--- src/rtl/rotary_decoder.sv ---
// Quadrature rotary-encoder front end: synchronizes and debounces A/B, tracks
// the quarter-step accumulator and emits one event per full detent.
module rotary_decoder #(
    parameter int DEBOUNCE_CYCLES = 1000,
    parameter int COUNTER_WIDTH   = 16
) (
    input  logic       clock,
    input  logic       reset,
    input  logic [1:0] rotary,
    output logic       rotation_event,
    output logic       rotation_left,
    output logic [7:0] position,
    output logic       error
);

    localparam logic [COUNTER_WIDTH-1:0] CNT_LAST = COUNTER_WIDTH'(DEBOUNCE_CYCLES - 1);
    localparam logic [COUNTER_WIDTH-1:0] CNT_ONE  = COUNTER_WIDTH'(1);

    logic [1:0]               sync_1;
    logic [1:0]               sync_2;
    logic [1:0]               filt;
    logic [1:0]               prev;
    logic [COUNTER_WIDTH-1:0] cnt [2];
    logic signed [2:0]        acc;

    logic signed [2:0]        acc_n;
    logic signed [3:0]        step;
    logic signed [3:0]        sum;
    logic [1:0]               delta;
    logic                     event_n;
    logic                     left_n;
    logic                     error_n;
    logic [7:0]               position_n;

    // Gray phase index along the CW direction: 11 -> 10 -> 00 -> 01.
    function automatic logic [1:0] phase_idx(input logic [1:0] s);
        case (s)
            2'b11:   phase_idx = 2'd0;
            2'b10:   phase_idx = 2'd1;
            2'b00:   phase_idx = 2'd2;
            default: phase_idx = 2'd3;
        endcase
    endfunction

    always_ff @(posedge clock) begin
        if (!reset) begin
            sync_1 <= 2'b11;
            sync_2 <= 2'b11;
        end else begin
            sync_1 <= rotary;
            sync_2 <= sync_1;
        end
    end

    always_ff @(posedge clock) begin
        if (!reset) begin
            filt <= 2'b11;
            for (int i = 0; i < 2; i++) begin
                cnt[i] <= '0;
            end
        end else begin
            for (int i = 0; i < 2; i++) begin
                if (sync_2[i] == filt[i]) begin
                    cnt[i] <= '0;
                end else if (cnt[i] == CNT_LAST) begin
                    filt[i] <= sync_2[i];
                    cnt[i]  <= '0;
                end else begin
                    cnt[i] <= cnt[i] + CNT_ONE;
                end
            end
        end
    end

    always_comb begin
        delta      = phase_idx(filt) - phase_idx(prev);
        step       = 4'sd0;
        acc_n      = acc;
        event_n    = 1'b0;
        left_n     = rotation_left;
        error_n    = 1'b0;
        position_n = position;

        case (delta)
            2'd1:    step = 4'sd1;
            2'd3:    step = -4'sd1;
            default: step = 4'sd0;
        endcase

        sum = {acc[2], acc} + step;
        if (sum > 4'sd4) begin
            sum = 4'sd4;
        end else if (sum < -4'sd4) begin
            sum = -4'sd4;
        end

        if (delta == 2'd2) begin
            // Both bits moved in one cycle: direction is unknowable.
            error_n = 1'b1;
            acc_n   = 3'sd0;
        end else if (delta != 2'd0 && filt == 2'b11) begin
            acc_n = 3'sd0;
            if (sum == 4'sd4) begin
                event_n    = 1'b1;
                left_n     = 1'b0;
                position_n = position + 8'd1;
            end else if (sum == -4'sd4) begin
                event_n    = 1'b1;
                left_n     = 1'b1;
                position_n = position - 8'd1;
            end
        end else if (sum > 4'sd3) begin
            // Unreachable without passing through 11; keeps the store in range.
            acc_n = 3'sd3;
        end else begin
            acc_n = sum[2:0];
        end
    end

    always_ff @(posedge clock) begin
        if (!reset) begin
            prev           <= 2'b11;
            acc            <= 3'sd0;
            position       <= 8'd0;
            rotation_event <= 1'b0;
            rotation_left  <= 1'b0;
            error          <= 1'b0;
        end else begin
            prev           <= filt;
            acc            <= acc_n;
            rotation_event <= event_n;
            error          <= error_n;
            if (event_n) begin
                rotation_left <= left_n;
                position      <= position_n;
            end
        end
    end

endmodule

--- config.mk ---
export PLATFORM = sky130hd
export DESIGN_NAME = rotary_decoder
export DESIGN_NICKNAME = d
export VERILOG_FILES = /design/src/rtl/rotary_decoder.sv
export SDC_FILE = /design/constraint.sdc
export NUM_CORES = 1
export LEC_CHECK = 0
export ABC_AREA = 1
export CAP_MARGIN = 20
export CORE_UTILIZATION = 45
export CTS_CLUSTER_SIZE = 30
export DETAILED_ROUTE_END_ITERATION = 12
export GPL_TIMING_DRIVEN = 0
export PLACE_DENSITY_LB_ADDON = 0.15
export SLEW_MARGIN = 20
export SYNTH_ARGS = -nofsm -noshare
export SYNTH_HDL_FRONTEND = slang
export SYNTH_SLANG_ARGS = --single-unit
export TNS_END_PERCENT = 30
--- constraint.sdc ---
create_clock -name clock -period 4.75 [get_ports clock]
set_clock_uncertainty 0.15 [all_clocks]
set_input_delay 0.475 -clock clock [delete_from_list [all_inputs] [get_ports clock]]
set_output_delay 0.475 -clock clock [all_outputs]
set_load 0.05 [all_outputs]
==> results.cfg <==
[clock_tree]
clockBufferDepth = 2
cts_root_buffer = clkbuf_8
clock_latency_ps = 300
cts_buffers = 5
cts_tree = done
cts_max_level = 2
cts.hold.buffers_added = 0
clock_sinks = 54
cts_setup_buffers = 0
cts-resized-gates = 0
clkSlewWorstSetupHoldPaths_ps = 100

[critical_path]
required_ps = 4840
cp_slowest_stage_delay_ps = 430
worst-path-stages = 31
crit_fanout = 14
cp_common_cell = nand2_1
r2r_cells = 31
crit_buf_inv = 6
end_kind = flop
critPathArrivalTime_ps = 4200
setup.worst_path.start_class = flop
cp_slowest_cell = dfxtp_1
crit_family = simple AND/OR/NAND/NOR gates
path_class = flop to flop

[timing]
slew_headroom_pct = 62.2
tightest_slew_ps = 561
hold_viol_final = 0
max_freq_mhz = 243
setup_viol = 0
min_period_ps = 4110
fin_tns_setup_ps = 0
rsz0062_at_grt = no
min_period_over_period_pct = 86.5
holdWs_ps = 272
drv_slew = 0
layout_setup_ws_ps = 641

[drt]
drc = 0
wirelength_mm = 5.46
detail_route.wl_per_cell_um = 10.9
initialDrtViolationCount = 80
dr.pass1.iters = 4
via_count = 2452
postRouteAntennaNets = 0
viasPerCell = 4.89

[global_routing]
grt_pass1_wl_mm = 9.58
grt_pass1_vias = 2232
antenna_found_initial = 0
grt-ovfl-total = 0
track_usage_pct = 16.5
grt_max_degree = 17

[place]
hpwlAfterDp_mm = 4.12
placed_area_mm2 = 0.00343
place_ws_ps = 635
port_buffers = 14
globalplace.congestion = 0.802

[synth]
synth.avg_cell_area_um2 = 8.30
synth-seq-cells = 54
netlist_area_mm2 = 0.00308
yosysUniqueCellTypes = 32
synth_seq_area_share_pct = 45.5
ys_warn_count = 0
synthCells = 371

[final_layout]
nNetsFinal = 445
synthToLayoutAreaGrowth_pct = 15.0
layout-drive-gt1-share_pct = 6.84
n_antenna_cell = 0
layout_commonest_cell = nand2_1
final_cell_mix = 74 x nand2_1, 52 x inv_1, 42 x nor2_1, 32 x edfxtp_1, 32 x conb_1
final_area_mm2 = 0.00354

[floorplanning]
core_mm2 = 0.00649
start_util_pct = 47.4
num_rows = 29
dieArea_mm2 = 0.00718
ios = 15
die_w_um = 84.7
dieHeight_um = 84.7

[hold_path]
worstHoldPathCells = 1
hp-class = flop to flop

[power]
powerDensity_mw_per_mm2 = 242
vdd_drop_max_mv = 0.150
power.leakage_nw = 1.54

[outcome]
status = finished clean

[flow_run]
max-cap-violations = 0
## synth_stat cells
| master | n | area, um^2 |
|---|---|---|
| a21oi_1 | 29 | 145 |
| a31oi_1 | 1 | 6.26 |
| and3_1 | 1 | 6.26 |
| clkbuf_1 | 3 | 11.3 |
| clkinv_1 | 1 | 3.75 |
| conb_1 | 1 | 3.75 |
| dfxtp_1 | 22 | 440 |
| edfxtp_1 | 32 | 961 |
| fa_1 | 1 | 20.0 |
| ha_1 | 17 | 213 |
| inv_1 | 52 | 195 |
| inv_2 | 3 | 11.3 |
| nand2_1 | 74 | 278 |
| nand2_2 | 4 | 25.0 |
| nand3_1 | 16 | 80.1 |
| nand3_2 | 4 | 40.0 |
| nand3_4 | 3 | 52.6 |
| nand3b_1 | 1 | 7.51 |
| nand4_1 | 6 | 37.5 |
| nor2_1 | 42 | 158 |
| nor2_8 | 1 | 20.0 |
| nor3_1 | 14 | 70.1 |
| nor3b_1 | 9 | 67.6 |
| nor4_1 | 3 | 18.8 |
| nor4_2 | 1 | 12.5 |
| o211ai_1 | 3 | 22.5 |
| o21a_1 | 3 | 22.5 |
| o21ai_0 | 7 | 35.0 |
| o21ai_1 | 5 | 25.0 |
| o21bai_1 | 2 | 15.0 |
| or2_2 | 5 | 31.3 |
| xor2_1 | 5 | 43.8 |
## metal layers
layer  global-route usage, %  wire, um  vias to the layer above
met3                    3.54       161                        5
met2                    28.5      2600                       30
met4                    4.31        53                        0
met5                       0         0                        -
li1                        -         -                     1302
met1                    21.0      2640                     1115
## logic make-up (layout without fill, tap and decap cells)
logic type               after synthesis  in the layout  share of synthesized area (%)
adder cells (fa/ha/maj)               18             18                           7.56
flip-flops                            54             54                           45.5
other                                  1             32                          0.122
XOR/XNOR                               5              5                           1.42
AND/OR/NAND/NOR                      184            184                           29.4
buffers and inverters                 59             81                           7.19
AO/OA/AOI/OAI                         50             50                           8.82
## final cells by class
| type | instances | area (um^2) |
|---|---|---|
| multi-input cells | 289 | 1570 |
| clock inverters | 3 | 40.0 |
| clock buffers | 5 | 68.8 |
| repair buffers | 14 | 140 |
| fillers | 624 | 2950 |
| plain buffers | 3 | 11.3 |
| well taps | 77 | 96.3 |
| inverters | 56 | 210 |
| flip-flops and latches | 54 | 1400 |
## final timing paths
path                                 from     endpoint  slack, ps
worst max-delay path              filt[0]  position[7]        640
worst min-delay path            sync_1[1]    sync_2[1]        270
worst max register to register    filt[0]  position[7]        640
worst min register to register  sync_1[1]    sync_2[1]        270
## metrics by stage
stage | std cells | power (mW) | utilization [%]
2_1_floorplan | 402 | 0.550 | -
5_1_grt | 501 | 0.890 | 54.5
3_3_place_gp | 493 | 0.560 | 52.8
4_1_cts | 501 | 0.867 | 54.5
3_5_place_dp | 493 | 0.561 | 52.8
6_report | 501 | 0.857 | 54.5
## flip-flops by register name, indices dropped and copies added (netlist names)
signal and count:
sync_1 2, sync_2 2, position 8, rotation_event 1, rotation_left 1, acc 3
error 1, cnt 32, filt 2, prev 2
## power breakdown
group          internal (mW)  switching, mW  total (mW)
clock                  0.155          0.151       0.306
sequential             0.508         0.0100       0.518
combinational         0.0114         0.0211      0.0325
## worst register-to-register path: cells and delay by family, from the launching register on
| family | cells | cell delay [ps] |
|---|---|---|
| simple gates | 16 | 1350 |
| flops | 1 | 430 |
| buf+inv | 6 | 360 |
| compound gates | 5 | 680 |
| fa+ha+maj | 4 | 1080 |
(Power assumes the default switching activity.)
